--- config.mk ---
export PLATFORM = sky130hd
export DESIGN_NAME = cla_accumulator
export DESIGN_NICKNAME = d
export VERILOG_FILES = /design/src/rtl/cla_pkg.sv /design/src/rtl/cla_32bit.sv /design/src/rtl/cla_accumulator.sv
export SDC_FILE = /design/constraint.sdc
export NUM_CORES = 1
export LEC_CHECK = 0
export ABC_CLOCK_PERIOD_IN_PS = 2800
export BUFFER_PORTS_ARGS = -buffer_cell sky130_fd_sc_hd__buf_2
export CAP_MARGIN = 40
export CORE_MARGIN = 4
export CORE_UTILIZATION = 50
export CTS_CLUSTER_DIAMETER = 100
export DETAILED_ROUTE_END_ITERATION = 8
export HOLD_SLACK_MARGIN = 0.15
export PLACE_DENSITY = 0.83
export SETUP_SLACK_MARGIN = 0.2
export SLEW_MARGIN = 20
export SYNTH_ARGS = -nofsm -noshare
export SYNTH_HDL_FRONTEND = slang
export SYNTH_HIERARCHICAL = 1
export SYNTH_SLANG_ARGS = --single-unit
export TNS_END_PERCENT = 20
--- constraint.sdc ---
create_clock -name clk -period 2.8 [get_ports clk]
set_clock_uncertainty 0.2 [all_clocks]
set_input_delay 0.7 -clock clk [delete_from_list [all_inputs] [get_ports clk]]
set_output_delay 0.7 -clock clk [all_outputs]
set_load 0.005 [all_outputs]
--- src/rtl/cla_pkg.sv ---
// Shared types and defaults for the CLA accumulator slice.
//   acc_state_t   : accumulator FSM states (ACC collects operands, DONE presents result)
//   CLA_DEFAULT_N : default datapath width
package cla_pkg;

    typedef enum logic {ACC, DONE} acc_state_t;

    localparam int CLA_DEFAULT_N = 32;

endpackage

--- src/rtl/cla_32bit.sv ---
// Parallel-prefix carry-lookahead adder: {c_out, S} = A + B + c_in.
// Ports:
//   A, B   : N-bit addends
//   c_in   : carry in
//   S      : N-bit sum
//   c_out  : carry out of the MSB
module cla_32bit #(
    parameter int N = 32
) (
    input  logic [N-1:0] A,
    input  logic [N-1:0] B,
    input  logic         c_in,
    output logic [N-1:0] S,
    output logic         c_out
);

    logic [N-1:0] p;
    logic [N-1:0] g;
    logic [N-1:0] pp;

    // Kogge-Stone prefix; c_in is folded into bit 0's generate so g[i] ends
    // up as the carry out of bit i. Each level walks from MSB down so the
    // lower-index operand still holds the previous level's value.
    always_comb begin
        p    = A ^ B;
        g    = A & B;
        g[0] = g[0] | (p[0] & c_in);
        pp   = p;
        for (int unsigned d = 1; d < N; d = d * 2) begin
            for (int unsigned k = 0; k < N - d; k++) begin
                g[N-1-k]  = g[N-1-k] | (pp[N-1-k] & g[N-1-k-d]);
                pp[N-1-k] = pp[N-1-k] & pp[N-1-k-d];
            end
        end
        S     = p ^ {g[N-2:0], c_in};
        c_out = g[N-1];
    end

endmodule

--- src/rtl/cla_accumulator.sv ---
// Stream accumulator around cla_32bit: sums a burst of operands and presents
// the total with sticky unsigned-carry and signed-overflow flags.
// Ports:
//   clk, rst_n                       : clock, async active-low reset
//   in_valid/in_ready/in_data/in_last: operand stream (one per cycle)
//   out_valid/out_ready              : result handshake
//   out_sum, out_carry, out_ovf      : sum mod 2^N, sticky carry, sticky overflow
//   out_count                        : operands summed in the burst
module cla_accumulator
    import cla_pkg::*;
#(
    parameter int N       = CLA_DEFAULT_N,
    parameter int MAX_CNT = 16,
    parameter int CNT_W   = $clog2(MAX_CNT + 1)
) (
    input  logic             clk,
    input  logic             rst_n,
    input  logic             in_valid,
    output logic             in_ready,
    input  logic [N-1:0]     in_data,
    input  logic             in_last,
    output logic             out_valid,
    input  logic             out_ready,
    output logic [N-1:0]     out_sum,
    output logic             out_carry,
    output logic             out_ovf,
    output logic [CNT_W-1:0] out_count
);

    acc_state_t       state_q;
    logic [N-1:0]     acc_q;
    logic [CNT_W-1:0] cnt_q;
    logic             carry_q;
    logic             ovf_q;

    logic [N-1:0]     acc_d;
    logic             cout_d;
    logic             ovf_add;
    logic             in_hs;
    logic             burst_end;

    // The accumulator register feeds the adder directly; nothing else sits
    // on that path.
    cla_32bit #(
        .N(N)
    ) u_add (
        .A    (acc_q),
        .B    (in_data),
        .c_in (1'b0),
        .S    (acc_d),
        .c_out(cout_d)
    );

    // Signed overflow: operands share a sign and the result's sign differs.
    assign ovf_add   = (acc_q[N-1] == in_data[N-1]) & (acc_d[N-1] != acc_q[N-1]);
    assign in_hs     = in_valid & (state_q == ACC);
    assign burst_end = in_last | (cnt_q == CNT_W'(MAX_CNT - 1));

    always_ff @(posedge clk or negedge rst_n) begin
        if (!rst_n) begin
            state_q <= ACC;
            acc_q   <= '0;
            cnt_q   <= '0;
            carry_q <= 1'b0;
            ovf_q   <= 1'b0;
        end else begin
            case (state_q)
                ACC: begin
                    if (in_hs) begin
                        acc_q   <= acc_d;
                        carry_q <= carry_q | cout_d;
                        ovf_q   <= ovf_q | ovf_add;
                        cnt_q   <= cnt_q + CNT_W'(1);
                        if (burst_end) begin
                            state_q <= DONE;
                        end
                    end
                end
                DONE: begin
                    if (out_ready) begin
                        acc_q   <= '0;
                        cnt_q   <= '0;
                        carry_q <= 1'b0;
                        ovf_q   <= 1'b0;
                        state_q <= ACC;
                    end
                end
                default: state_q <= ACC;
            endcase
        end
    end

    assign in_ready  = (state_q == ACC);
    assign out_valid = (state_q == DONE);
    assign out_sum   = acc_q;
    assign out_carry = carry_q;
    assign out_ovf   = ovf_q;
    assign out_count = cnt_q;

endmodule

### After elaboration in Yosys (flattened, before gate mapping)

Cells that the tools add are included.
Widths: inputs -> output; s select.

* add/subtract/negate cells: 1
* eq/ne operators: 5
* muxes and demuxes: 15
* bitwise logic cells: 365
* reduce and logical (&&, ||, !) cells: 1

Operators with widths (count)
* $and 1x1->1: 229
* $or 1x1->1: 132
* $mux 32: 2
* $pmux 32 s2: 1
* $xor 32x32->32: 2
* $and 32x32->32: 1
* $mux 5: 2
* $pmux 5 s2: 1
* $mux 1: 6
* $pmux 1 s2: 3
* $add 5x1->5 const B: 1
* $eq 5x4->1 const B: 1
* $ne 2x1->1 const B: 1
* $ne 2x2->1 const B: 1
* $reduce_and 2->1: 1
* $eq 1x1->1: 1
* $ne 1x1->1: 1
* $not 1->1: 1

* register bits: 40
* input port bits: 37
* output and inout port bits: 41
* word-level logic and storage cells: 392

### Depth between registers and ports, before layout

Gate-level depths: netlist of run 1.

* word-level depth: 16
* gate-level depth with buffers: 11
* mapped depth without buffers: 10

### Hierarchy

Netlist of run 1, hierarchy kept.

Modules (own cells, without submodules)
* cla_32bit: instances 1, cells each 256, area an instance 1795.5 µm², sequential area each 0.0 µm²
* cla_accumulator: instances 1, cells each 108, area an instance 1546.5 µm², sequential area each 1001.0 µm²

### Worst setup path before layout of run 1

Ideal clock, no wire load.

* path kind: in2reg
* start point: input port in_data[0]
* end point: register acc_q[30], in the netlist out_sum[30]
* setup time: 0.121 ns
* arrival: 2.872 ns
* required time: 2.479 ns
* slack: -0.393 ns
* cell stages on the path: 9
* buffers on the path: 0
* path through: fa_1 -> fa_1 -> a21o_1 -> a221o_2 -> a21oi_4 -> o2111ai_2 -> a31oi_1 -> xnor2_1 -> a22o_1

* longest elaborated chain between the ends: 12

Ends and longest elaborated chain
* start, declared: line cla_accumulator.sv:20 `input logic [N-1:0] in_data,`
* $and 32x32->32: line cla_32bit.sv:26 `g = A & B;`
* $and 1x1->1: line cla_32bit.sv:31 `g[N-1-k] = g[N-1-k] | (pp[N-1-k] & g[N-1-k-d]);`
* $or 1x1->1: line cla_32bit.sv:31
* $and 1x1->1: line cla_32bit.sv:31
* $or 1x1->1: line cla_32bit.sv:31
* $and 1x1->1: line cla_32bit.sv:31
* $or 1x1->1: line cla_32bit.sv:31
* $and 1x1->1: line cla_32bit.sv:31
* $or 1x1->1: line cla_32bit.sv:31
* $xor 32x32->32: line cla_32bit.sv:35 `S = p ^ {g[N-2:0], c_in};`
* named net acc_d[30]: line cla_accumulator.sv:36 `logic [N-1:0] acc_d;`
* $mux 32: line cla_accumulator.sv:69 `if (in_hs) begin`
* $pmux 32 s2: line cla_accumulator.sv:67 `case (state_q)`
* end signal, assigned: line cla_accumulator.sv:62 `acc_q <= '0;`
* end signal, assigned: line cla_accumulator.sv:70 `acc_q <= acc_d;`
* end signal, assigned: line cla_accumulator.sv:81 `acc_q <= '0;`
* end, declared: line cla_accumulator.sv:31 `logic [N-1:0] acc_q;`

The timed path passes the listed nets, and every way through them passes these cells. The select of a mux whose other input is x is not followed.
A chain may end at the register's enable or synchronous reset.

### Worst setup path after layout of run 1

* start point: input port in_data[0]
* end point: register acc_q[14], in the netlist out_sum[14]

* longest elaborated chain between the ends: 10

Ends and longest elaborated chain (line)
* $and 32x32->32: cla_32bit.sv:26
* $and 1x1->1: cla_32bit.sv:31
* $or 1x1->1: cla_32bit.sv:31
* $and 1x1->1: cla_32bit.sv:31
* $or 1x1->1: cla_32bit.sv:31
* $and 1x1->1: cla_32bit.sv:31
* $or 1x1->1: cla_32bit.sv:31
* $xor 32x32->32: cla_32bit.sv:35
* named net acc_d[14]: cla_accumulator.sv:36
* $mux 32: cla_accumulator.sv:69
* $pmux 32 s2: cla_accumulator.sv:67

The timed path passes the listed nets, and every way through them passes these cells. The select of a mux whose other input is x is not followed.

==> flow_results.xml, run 1 <==
<?xml version="1.0" encoding="UTF-8"?>
<metrics>
  <group name="status">
    <metric name="status" unit="">finished, violations left</metric>
    <metric name="violations" unit="">negative setup slack</metric>
  </group>
  <group name="die">
    <metric name="die-width" unit="microns">89.8</metric>
    <metric name="die-height" unit="microns">89.8</metric>
    <metric name="die-area" unit="sq mm">0.00806</metric>
    <metric name="starting_utilization_of_the_core_area" unit="%">52.0</metric>
    <metric name="io-pin-count" unit="">78</metric>
    <metric name="core.rowCount" unit="">29</metric>
    <metric name="floorplan.core_area" unit="sq mm">0.00642</metric>
  </group>
  <group name="global_route">
    <metric name="global_route_wire_length_before_repair" unit="mm">17.0</metric>
    <metric name="initial_antenna_violation_count" unit="">0</metric>
    <metric name="grt_remaining_overflow" unit="">0</metric>
    <metric name="grt_max_degree" unit="">39</metric>
    <metric name="globalRoute.busiestLayer" unit="">met2</metric>
    <metric name="met3_usage" unit="%">3.67</metric>
    <metric name="grt_use_met2" unit="%">44.5</metric>
    <metric name="number_of_global_route_vias_before_repair" unit="">3550</metric>
    <metric name="grt_use_total" unit="%">25.1</metric>
    <metric name="groute.layer.met1.usage" unit="%">31.1</metric>
  </group>
  <group name="routing">
    <metric name="detail_route.iter0.violations" unit="">186</metric>
    <metric name="final_antenna_net_count" unit="">0</metric>
    <metric name="drcViolationCount" unit="">0</metric>
    <metric name="routed_wire_length_per_instance" unit="microns">17.3</metric>
    <metric name="route.vias.total" unit="">3558</metric>
    <metric name="drt-vias-per-instance" unit="">5.93</metric>
    <metric name="dr.pass1.iters" unit="">5</metric>
    <metric name="routed_wirelength" unit="mm">10.4</metric>
  </group>
  <group name="timing">
    <metric name="finalCritPeriodShare" unit="%">106</metric>
    <metric name="drv_slew" unit="">0</metric>
    <metric name="finalSetupViolations" unit="">11</metric>
    <metric name="totalNegativeSetupSlack" unit="ns">-0.916</metric>
    <metric name="setup_ws" unit="ns">-0.169</metric>
    <metric name="finalCriticalPeriod" unit="ns">2.97</metric>
    <metric name="worst_hold_slack" unit="ns">0.320</metric>
    <metric name="maxClockFrequency" unit="MHz">337</metric>
    <metric name="rsz0062_at_grt" unit="">yes</metric>
    <metric name="timing_hold_violations_final" unit="">0</metric>
  </group>
  <group name="synth">
    <metric name="synth_cell_type_count" unit="">53</metric>
    <metric name="post_synth_most_frequent_cells" unit="">dfrtp_1, a21oi_1, nand2_1</metric>
    <metric name="yosys.area_share.adder" unit="%">13.6</metric>
    <metric name="synth-async-reset-ratio" unit="%">100</metric>
    <metric name="most_repeated_cell_in_the_gate_level_netlist_after_synthesis" unit="">dfrtp_1</metric>
    <metric name="synth-simple-area-share" unit="%">12.3</metric>
    <metric name="synth_cells" unit="">364</metric>
    <metric name="synth_xor_xnor_area_share" unit="%">7.08</metric>
    <metric name="count_of_synthesis_stage_warnings_from_yosys" unit="">6</metric>
    <metric name="synth.top_cells.by_area" unit="">dfrtp_1, ha_1, a22o_1</metric>
    <metric name="ys.flop_type" unit="">dfrtp_1</metric>
    <metric name="synth.area.mux_share" unit="%">2.21</metric>
    <metric name="synth_compound_area_share" unit="%">30.8</metric>
    <metric name="mean_instance_size_in_the_synthesized_netlist" unit="sq um">9.18</metric>
    <metric name="synth_largest_type_area_fraction" unit="%">30.0</metric>
    <metric name="yosys_register_bits" unit="">40</metric>
    <metric name="mappedNetlistArea" unit="sq mm">0.00334</metric>
    <metric name="synth_top_family_by_area" unit="">compound AO/OA/AOI/OAI gates</metric>
    <metric name="synth_area_leader_cell" unit="">dfrtp_1</metric>
    <metric name="synth_nets" unit="">436</metric>
    <metric name="number_of_enable_flip_flop_cells_after_synthesis" unit="">0</metric>
    <metric name="synth.yosys.seq_area_share" unit="%">30.0</metric>
  </group>
  <group name="placed_design">
    <metric name="detailed_place_hpwl" unit="mm">7.79</metric>
    <metric name="io_buffer_count" unit="">77</metric>
    <metric name="placement.cell_area" unit="sq mm">0.00435</metric>
    <metric name="globalplace.congestion" unit="">0.885</metric>
  </group>
  <group name="clocking">
    <metric name="cts_tree" unit="">built</metric>
    <metric name="numCtsBuffers" unit="">5</metric>
    <metric name="tritoncts_num_sinks" unit="">40</metric>
    <metric name="insertion_delay" unit="ns">0.30</metric>
    <metric name="clk_transition_reported_paths" unit="ns">0.08</metric>
    <metric name="cts.root.buffer_cell" unit="">clkbuf_8</metric>
    <metric name="htreeDepth" unit="">2</metric>
    <metric name="cts_max_path_buffers" unit="">2</metric>
  </group>
  <group name="power_and_ir_drop">
    <metric name="p_per_area" unit="mW/mm^2">1140</metric>
    <metric name="p_leak" unit="uW">0.00237</metric>
    <metric name="vdd_drop_max" unit="V">0.000677</metric>
  </group>
  <group name="final_layout">
    <metric name="regArea" unit="sq mm">0.00100</metric>
    <metric name="fraction_of_final_layout_cells_sized_beyond_drive_strength_1" unit="%">39.6</metric>
    <metric name="count_of_filler_cells_inserted_in_the_layout" unit="">472</metric>
    <metric name="n_antenna_cell" unit="">0</metric>
    <metric name="post_synthesis_to_final_layout_area_growth" unit="%">41.1</metric>
    <metric name="multi_input_comb_area" unit="sq mm">0.00240</metric>
    <metric name="final_design_area_no_fill" unit="sq mm">0.00471</metric>
    <metric name="finish.net_count" unit="">595</metric>
  </group>
  <group name="job">
    <metric name="timing.max_cap.violations" unit="">0</metric>
  </group>
  <group name="setup_path">
    <metric name="crit_fanout" unit="">4</metric>
    <metric name="critPathCaptureType" unit="">flip-flop</metric>
    <metric name="crit_arrival" unit="ns">2.95</metric>
    <metric name="critical_path_rt" unit="ns">2.78</metric>
    <metric name="timing.critical_path.from_type" unit="">input pin</metric>
    <metric name="critPathKind" unit="">input pin to flip-flop</metric>
  </group>
  <group name="hold_path">
    <metric name="min_path_type" unit="">flip-flop to flip-flop</metric>
  </group>
</metrics>
## power breakdown
part	internal, uW	switching (uW)	leakage, uW	total (uW)
sequential	808	205	0.000513	1010
combinational	1920	1900	0.00179	3820
clock	351	213	0.0000642	564
total	3080	2320	0.00237	5390
## per-layer routing
| layer | vias up | routed length, microns | part of all wire [%] |
|---|---|---|---|
| li1 | 1696 | - | - |
| met1 | 1709 | 4460 | 43 |
| met2 | 127 | 5190 | 50 |
| met3 | 26 | 464 | 4.5 |
| met4 | 0 | 267 | 2.6 |
| met5 | - | 0 | 0 |
## cells in the final DEF (no fill, tap or decap), types with 3 or more instances in the layout
cell type	n
a211oi_4	3
nand4_1	8
nor2_1	13
buf_2	76
nand3_1	5
mux2i_1	4
o211ai_1	6
o21ai_1	5
inv_1	11
dfrtp_1	40
o21ai_2	3
a21o_1	10
o21ai_0	15
nor3_1	9
a31oi_1	5
and2_1	3
clkbuf_8	5
nand2b_1	3
a21oi_1	31
a22o_1	35
buf_4	85
nand2_1	36
ha_1	33
a21oi_2	5
xor2_1	10
xnor2_1	16
## logic make-up (layout without fill, tap and decap cells)
family,after synthesis,after routing
XOR/XNOR,27,27
AND/OR/NAND/NOR,88,88
buffers and inverters,23,182
flip-flops,40,40
AO/OA/AOI/OAI,144,144
multiplexers,6,6
adder cells (fa/ha/maj),35,35
other,1,1
## stage by stage
step	utilization [%]	power, uW	setup WS, ns	std cells
4_1_cts	71.9	5210	-0.131	597
2_1_floorplan	-	3030	-0.131	364
6_report	73.4	5390	-0.169	600
5_1_grt	73.4	5780	-0.219	600
3_3_place_gp	67.8	4340	-0.525	587
3_5_place_dp	67.8	4450	-0.560	587
## final cells by class
class | count | share of cell area, %
timing repair buffer | 164 | 22.3
sequential | 40 | 21.2
multi-input combinational | 301 | 50.8
clock inverter | 2 | 1.27
clock buffer | 5 | 1.46
inverter | 11 | 0.876
tap | 77 | 2.04
## final timing paths
path | startpoint | endpoint | slack (ns) | cells past startpoint
max in group asynchronous | rst_n | out_count[4]$_DFFE_PN0P_ | 1.06 | 3
min | out_count[4]$_DFFE_PN0P_ | out_count[4]$_DFFE_PN0P_ | 0.32 | 2
min reg2reg | out_count[4]$_DFFE_PN0P_ | out_count[4]$_DFFE_PN0P_ | 0.32 | 2
min in group asynchronous | rst_n | out_sum[19]$_DFFE_PN0P_ | 0.68 | 2
max | in_data[0] | out_sum[14]$_DFFE_PN0P_ | -0.17 | 11
max reg2reg | out_sum[0]$_DFFE_PN0P_ | out_sum[14]$_DFFE_PN0P_ | -0.16 | 10
## critical path: stages
cell,delay [ns]
buf_6,0.09
fa_2,0.35
fa_2,0.35
a21o_1,0.18
a221o_2,0.40
nand3_4,0.14
buf_4,0.12
a31oi_1,0.08
nor2b_1,0.22
xnor2_1,0.11
a22o_1,0.21
## flip-flops by register name, indices dropped and copies added (netlist names)
| register | count |
|---|---|
| out_sum | 32 |
| out_ovf | 1 |
| out_carry | 1 |
| out_valid | 1 |
| out_count | 5 |
## timing repair
action                     4_1_cts  5_1_grt
buffers inserted                 2        3
gates resized for setup         21       12
hold buffers                     1        0
pin swaps                       19       11
hold endpoints to repair         6        0
setup endpoints to repair       24       25
Power figures use the tool's default switching activity.
==> run 2: changes to the inputs <==
==> constraint.sdc (replaced) <==
create_clock -name clk -period 2.8 [get_ports clk]
set_clock_uncertainty 0.2 [all_clocks]
set_input_delay 0.14 -clock clk [delete_from_list [all_inputs] [get_ports clk]]
set_output_delay 0.14 -clock clk [all_outputs]
set_load 0.005 [all_outputs]
==> run 2 against run 1 <==
Effect of this change: the flow still finishes with violations (negative setup slack); hold slack got worse by 0.15 ns; total power shrank 13%; clock power fell by 26%; critical path depth shrank 2; routed wire length down 9.7%; critical endpoint is now out_sum[24]$_DFFE_PN0P_; largest cell class unchanged; largest power group unchanged.
==> flow_results.xml, run 2 (same netlist as run 1, synthesis figures left out) <==
<?xml version="1.0" encoding="UTF-8"?>
<metrics>
  <group name="final_layout">
    <metric name="largest_reg_flops" unit="">32</metric>
    <metric name="finish.net_count" unit="">546</metric>
    <metric name="final_common_cell" unit="">buf_2</metric>
    <metric name="n_antenna_cell" unit="">0</metric>
    <metric name="count_of_filler_cells_inserted_in_the_layout" unit="">515</metric>
    <metric name="multi_input_comb_area" unit="sq mm">0.00236</metric>
    <metric name="regArea" unit="sq mm">0.00100</metric>
    <metric name="final-instance-count-excl-fill" unit="">552</metric>
    <metric name="post_synthesis_to_final_layout_area_growth" unit="%">29.5</metric>
    <metric name="commonest_non_fill_non_tap_cells_in_the_layout" unit="">buf_2, dfrtp_1, nand2_1</metric>
    <metric name="fraction_of_final_layout_cells_sized_beyond_drive_strength_1" unit="%">32.2</metric>
  </group>
  <group name="status">
    <metric name="status" unit="">finished, violations left</metric>
    <metric name="violations" unit="">negative setup slack</metric>
  </group>
  <group name="timing">
    <metric name="finalCriticalPeriod" unit="ns">2.86</metric>
    <metric name="finalCritPeriodShare" unit="%">102</metric>
    <metric name="max_slew.worst_pin.slew" unit="ns">0.628</metric>
    <metric name="finalSetupViolations" unit="">5</metric>
    <metric name="setup_ws" unit="ns">-0.0601</metric>
    <metric name="drv_slew" unit="">0</metric>
    <metric name="timing_hold_violations_final" unit="">0</metric>
    <metric name="rsz0062_at_grt" unit="">yes</metric>
    <metric name="timing.slew.headroom" unit="%">57.2</metric>
    <metric name="maxClockFrequency" unit="MHz">350</metric>
    <metric name="totalNegativeSetupSlack" unit="ns">-0.226</metric>
  </group>
  <group name="global_route">
    <metric name="number_of_global_route_vias_before_repair" unit="">3344</metric>
    <metric name="grt_remaining_overflow" unit="">0</metric>
    <metric name="initial_antenna_violation_count" unit="">0</metric>
    <metric name="grt_use_total" unit="%">22.7</metric>
    <metric name="grt_max_degree" unit="">39</metric>
    <metric name="global_route_wire_length_before_repair" unit="mm">15.4</metric>
  </group>
  <group name="setup_path">
    <metric name="timing.critical_path.from_type" unit="">flip-flop</metric>
    <metric name="critPathKind" unit="">flip-flop to flip-flop</metric>
    <metric name="critPathCaptureType" unit="">flip-flop</metric>
    <metric name="worst_r2r_path_depth" unit="">9</metric>
    <metric name="crit_arrival" unit="ns">2.85</metric>
    <metric name="critical_path_rt" unit="ns">2.79</metric>
    <metric name="crit_fanout" unit="">4</metric>
  </group>
  <group name="routing">
    <metric name="detail_route.iter0.violations" unit="">188</metric>
    <metric name="drcViolationCount" unit="">0</metric>
    <metric name="routed_wire_length_per_instance" unit="microns">17.0</metric>
    <metric name="routed_wirelength" unit="mm">9.38</metric>
    <metric name="dr.pass1.iters" unit="">5</metric>
    <metric name="final_antenna_net_count" unit="">0</metric>
    <metric name="drt-vias-per-instance" unit="">6.12</metric>
    <metric name="route.vias.total" unit="">3378</metric>
  </group>
  <group name="placed_design">
    <metric name="dp.cells" unit="">531</metric>
    <metric name="globalplace.congestion" unit="">0.973</metric>
    <metric name="detailed_place_hpwl" unit="mm">7.08</metric>
    <metric name="io_buffer_count" unit="">77</metric>
  </group>
  <group name="die">
    <metric name="starting_utilization_of_the_core_area" unit="%">52.0</metric>
    <metric name="die-width" unit="microns">89.8</metric>
    <metric name="io-pin-count" unit="">78</metric>
    <metric name="core.rowCount" unit="">29</metric>
    <metric name="die-height" unit="microns">89.8</metric>
    <metric name="die-area" unit="sq mm">0.00806</metric>
    <metric name="floorplan.core_area" unit="sq mm">0.00642</metric>
  </group>
  <group name="job">
    <metric name="timing.max_cap.violations" unit="">0</metric>
  </group>
  <group name="power_and_ir_drop">
    <metric name="p_per_area" unit="mW/mm^2">1080</metric>
    <metric name="vdd_drop_max" unit="V">0.000599</metric>
    <metric name="p_leak" unit="uW">0.00211</metric>
  </group>
  <group name="clocking">
    <metric name="cts_max_path_buffers" unit="">2</metric>
    <metric name="cts.root.buffer_cell" unit="">clkbuf_8</metric>
    <metric name="htreeDepth" unit="">2</metric>
    <metric name="cts_tree" unit="">built</metric>
    <metric name="insertion_delay" unit="ns">0.30</metric>
    <metric name="numCtsBuffers" unit="">5</metric>
    <metric name="tritoncts_num_sinks" unit="">40</metric>
    <metric name="clk_transition_reported_paths" unit="ns">0.09</metric>
  </group>
  <group name="hold_path">
    <metric name="min_path_cells" unit="">4</metric>
    <metric name="min_path_type" unit="">input pin to flip-flop</metric>
  </group>
</metrics>
-- run 2: path summary, 6_finish.rpt --
check,startpoint,to,slack [ns]
worst max register to register,out_sum[0]$_DFFE_PN0P_,out_sum[24]$_DFFE_PN0P_,-0.06
worst min-delay path,in_data[30],out_sum[30]$_DFFE_PN0P_,0.17
max in group asynchronous,rst_n,out_sum[18]$_DFFE_PN0P_,0.95
worst min register to register,out_count[3]$_DFFE_PN0P_,out_count[3]$_DFFE_PN0P_,0.30
min in group asynchronous,rst_n,out_sum[5]$_DFFE_PN0P_,0.67
worst max-delay path,out_sum[0]$_DFFE_PN0P_,out_sum[24]$_DFFE_PN0P_,-0.06
-- run 2: layer usage --
layer,part of all wire (%),global-route usage (%),vias to the layer above
met5,0,0,-
met3,4.8,3.42,13
met4,1.4,7.79,0
li1,-,-,1604
met1,43,28.8,1638
met2,51,39.4,123
-- run 2: stage by stage --
step | total power (uW) | setup WS (ns) | instance area (sq um) | hold WS, ns | utilization (%)
6_report | 4680 | -0.0601 | 4330 | 0.169 | 67.4
5_1_grt | 5070 | -0.149 | 4330 | 0.194 | 67.4
4_1_cts | 4520 | -0.0598 | 4210 | 0.165 | 65.5
3_5_place_dp | 3960 | -0.0632 | 3960 | -0.0800 | 61.7
3_3_place_gp | 3870 | -0.0248 | 3930 | 0.118 | 61.2
2_1_floorplan | 3020 | 0.235 | 3350 | -0.356 | -
-- run 2: timing repair --
| item | in CTS | in global routing |
|---|---|---|
| hold buffers | 9 | 0 |
| hold endpoints to repair | 48 | 0 |
| setup buffers | 2 | 1 |
| pin swaps | 10 | 16 |
| setup endpoints to repair | 21 | 22 |
| gates resized for setup | 9 | 21 |
-- run 2: critical path, stage by stage (launching register included) --
cell	delay (ns)
dfrtp_1	0.40
fa_2	0.36
fa_2	0.35
a21o_1	0.20
a221o_2	0.40
nand3_4	0.15
a31oi_4	0.14
nor4_2	0.27
a311oi_1	0.08
a22o_1	0.22
-- run 2: report_power, final --
| group | internal [uW] | switching (uW) |
|---|---|---|
| combinational | 1540 | 1710 |
| clock | 200 | 221 |
| sequential | 807 | 202 |
| total | 2550 | 2130 |
-- run 2: area by class of cell --
| class | instances | share of cell area, % |
|---|---|---|
| sequential | 40 | 23.1 |
| clock inverter | 2 | 0.347 |
| clock buffer | 6 | 1.91 |
| tap | 77 | 2.23 |
| inverter | 11 | 0.954 |
| multi-input combinational | 301 | 54.6 |
| timing repair buffer | 115 | 16.9 |
==> run 3: changes to the inputs <==
- CELL_PAD_IN_SITES_DETAIL_PLACEMENT: not set -> 1
- CELL_PAD_IN_SITES_GLOBAL_PLACEMENT: not set -> 1
- CORE_UTILIZATION: 50 -> 37
- PLACE_DENSITY: 0.83 -> 0.82
==> run 3 against run 2 <==
Effect of this change: the flow still finishes with violations (negative setup slack); cell count up 7.8%; hold slack better by 0.030 ns; flip-flop and latch count unchanged; clock power up 5.0%; count of clock-buffer cells in the layout unchanged; critical path depth unchanged; sequential power about the same; global-route usage up 0.86 points; routed wire length up 28%; combinational power up 7.7%; die area up 32%; setup slack worse by 0.074 ns; critical endpoint is now out_sum[26]$_DFFE_PN0P_; largest cell class unchanged; highest routed layer unchanged.
==> flow_results.xml, run 3 (same netlist as run 1, synthesis figures left out) <==
<?xml version="1.0" encoding="UTF-8"?>
<metrics>
  <group name="timing">
    <metric name="drv_slew" unit="">0</metric>
    <metric name="totalNegativeSetupSlack" unit="ns">-0.662</metric>
    <metric name="max_slew.worst_pin.slew" unit="ns">0.696</metric>
    <metric name="maxClockFrequency" unit="MHz">341</metric>
    <metric name="rsz0062_at_grt" unit="">yes</metric>
    <metric name="setup_ws" unit="ns">-0.134</metric>
    <metric name="finalSetupViolations" unit="">9</metric>
    <metric name="finalCriticalPeriod" unit="ns">2.93</metric>
    <metric name="timing.slew.headroom" unit="%">53.4</metric>
    <metric name="finalCritPeriodShare" unit="%">105</metric>
    <metric name="timing_hold_violations_final" unit="">0</metric>
  </group>
  <group name="routing">
    <metric name="dr.pass1.iters" unit="">4</metric>
    <metric name="final_antenna_net_count" unit="">0</metric>
    <metric name="route.vias.total" unit="">3545</metric>
    <metric name="routed_wirelength" unit="mm">12.0</metric>
    <metric name="detail_route.iter0.violations" unit="">151</metric>
    <metric name="drt-vias-per-instance" unit="">5.96</metric>
    <metric name="routed_wire_length_per_instance" unit="microns">20.2</metric>
    <metric name="drcViolationCount" unit="">0</metric>
  </group>
  <group name="die">
    <metric name="starting_utilization_of_the_core_area" unit="%">38.1</metric>
    <metric name="core.rowCount" unit="">34</metric>
    <metric name="die-area" unit="sq mm">0.0106</metric>
    <metric name="floorplan.core_area" unit="sq mm">0.00876</metric>
    <metric name="die-width" unit="microns">103</metric>
    <metric name="io-pin-count" unit="">78</metric>
    <metric name="die-height" unit="microns">103</metric>
  </group>
  <group name="setup_path">
    <metric name="timing.critical_path.cells" unit="">fa_2, fa_2, a21o_1, a221o_2, nand3_4, a31oi_1, o221ai_1, a211oi_1, a22o_1</metric>
    <metric name="critical_path.slowest_cell" unit="">dfrtp_1</metric>
    <metric name="critPathCaptureType" unit="">flip-flop</metric>
    <metric name="critPathMostFrequentCell" unit="">fa_2</metric>
    <metric name="critical_path_rt" unit="ns">2.80</metric>
    <metric name="crit_fanout" unit="">4</metric>
    <metric name="critPathKind" unit="">flip-flop to flip-flop</metric>
    <metric name="timing.critical_path.from_type" unit="">flip-flop</metric>
    <metric name="crit_arrival" unit="ns">2.94</metric>
    <metric name="reg2reg_slack" unit="ns">-0.13</metric>
    <metric name="critical_path.max_stage_delay" unit="ns">0.40</metric>
  </group>
  <group name="power_and_ir_drop">
    <metric name="vdd_drop_max" unit="V">0.000416</metric>
    <metric name="p_per_area" unit="mW/mm^2">1120</metric>
    <metric name="p_leak" unit="uW">0.00215</metric>
  </group>
  <group name="global_route">
    <metric name="initial_antenna_violation_count" unit="">1</metric>
    <metric name="grt_use_met2" unit="%">41.7</metric>
    <metric name="met3_usage" unit="%">3.25</metric>
    <metric name="groute.layer.met1.usage" unit="%">28.1</metric>
    <metric name="grt_max_degree" unit="">26</metric>
    <metric name="globalRoute.busiestLayer" unit="">met2</metric>
    <metric name="number_of_global_route_vias_before_repair" unit="">3944</metric>
    <metric name="global_route_wire_length_before_repair" unit="mm">19.6</metric>
    <metric name="grt_remaining_overflow" unit="">0</metric>
    <metric name="grt_use_total" unit="%">23.5</metric>
  </group>
  <group name="clocking">
    <metric name="cts_tree" unit="">built</metric>
    <metric name="clk_transition_reported_paths" unit="ns">0.09</metric>
    <metric name="cts.root.buffer_cell" unit="">clkbuf_8</metric>
    <metric name="htreeDepth" unit="">2</metric>
    <metric name="numCtsBuffers" unit="">5</metric>
    <metric name="cts_max_path_buffers" unit="">2</metric>
    <metric name="tritoncts_num_sinks" unit="">40</metric>
    <metric name="insertion_delay" unit="ns">0.31</metric>
  </group>
  <group name="final_layout">
    <metric name="finish.net_count" unit="">557</metric>
    <metric name="largest_reg_flops" unit="">32</metric>
    <metric name="regArea" unit="sq mm">0.00100</metric>
    <metric name="commonest_non_fill_non_tap_cells_in_the_layout" unit="">buf_2, dfrtp_1, buf_4</metric>
    <metric name="post_synthesis_to_final_layout_area_growth" unit="%">32.6</metric>
    <metric name="multi_input_comb_area" unit="sq mm">0.00235</metric>
    <metric name="final_common_cell" unit="">buf_2</metric>
    <metric name="fraction_of_final_layout_cells_sized_beyond_drive_strength_1" unit="%">33.3</metric>
    <metric name="count_of_filler_cells_inserted_in_the_layout" unit="">1057</metric>
    <metric name="final_core_utilization" unit="%">50.6</metric>
  </group>
  <group name="hold_path">
    <metric name="min_path_type" unit="">input pin to flip-flop</metric>
  </group>
  <group name="status">
    <metric name="status" unit="">finished, violations left</metric>
    <metric name="violations" unit="">negative setup slack</metric>
  </group>
  <group name="job">
    <metric name="timing.max_cap.violations" unit="">0</metric>
  </group>
  <group name="placed_design">
    <metric name="io_buffer_count" unit="">77</metric>
    <metric name="detailed_place_hpwl" unit="mm">8.81</metric>
    <metric name="place_ws" unit="ns">-0.171</metric>
    <metric name="globalplace.congestion" unit="">0.867</metric>
  </group>
</metrics>
-- run 3: final cells by class --
cell class	count	area share, %
antenna	1	0.0564
clock buffer	6	1.86
clock inverter	2	0.339
inverter	11	0.931
multi-input combinational	301	52.9
sequential	40	22.6
tap	108	3.05
timing repair buffer	126	18.2
-- run 3: final timing paths --
check                                    startpoint                       end  cells after the start
max                          out_sum[0]$_DFFE_PN0P_   out_sum[26]$_DFFE_PN0P_                      9
min                                     in_data[30]   out_sum[30]$_DFFE_PN0P_                      4
max reg2reg                  out_sum[0]$_DFFE_PN0P_   out_sum[26]$_DFFE_PN0P_                      9
min reg2reg                out_count[3]$_DFFE_PN0P_  out_count[3]$_DFFE_PN0P_                      1
max in group asynchronous                     rst_n   out_sum[15]$_DFFE_PN0P_                      5
min in group asynchronous                     rst_n  out_count[4]$_DFFE_PN0P_                      4
-- run 3: worst max-delay path: cells and delay by family, from the launching register on --
family,cells,cell delay [ns]
DFF,1,0.40
and+or+nand+nor,1,0.13
adders and majority gates,2,0.72
AOI/OAI and AO/OA,6,1.36
-- run 3: per-stage QoR --
step / hold slack, ns / total power [uW] / instance area, sq um / instances
floorplan: -0.356 / 3020 / 3350 / 364
global placement: 0.135 / 4030 / 4050 / 572
detailed placement: -0.0942 / 4180 / 4070 / 573
CTS: 0.185 / 4800 / 4360 / 592
global route: 0.207 / 5330 / 4430 / 595
finish: 0.198 / 4950 / 4430 / 595
-- run 3: metal layers --
layer,vias up,wire [microns]
li1,1623,-
met4,0,444
met5,-,0
met2,104,6160
met1,1776,5000
met3,42,405
-- run 3: what timing repair did --
item                       4_1_cts  5_1_grt
hold endpoints to repair        48        0
gates resized for setup         16       11
pin swaps                       13        8
setup endpoints to repair       23       24
hold buffers                     9        0
buffers inserted                 2        1
-- run 3: report_power, final --
| part | internal (uW) | total (uW) | leakage [uW] | switching (uW) |
|---|---|---|---|---|
| Sequential | 807 | 1020 | 0.000513 | 208 |
| Clock | 200 | 441 | 0.0000434 | 240 |
| Combinational | 1620 | 3500 | 0.00159 | 1880 |
| Total | 2620 | 4950 | 0.00215 | 2330 |
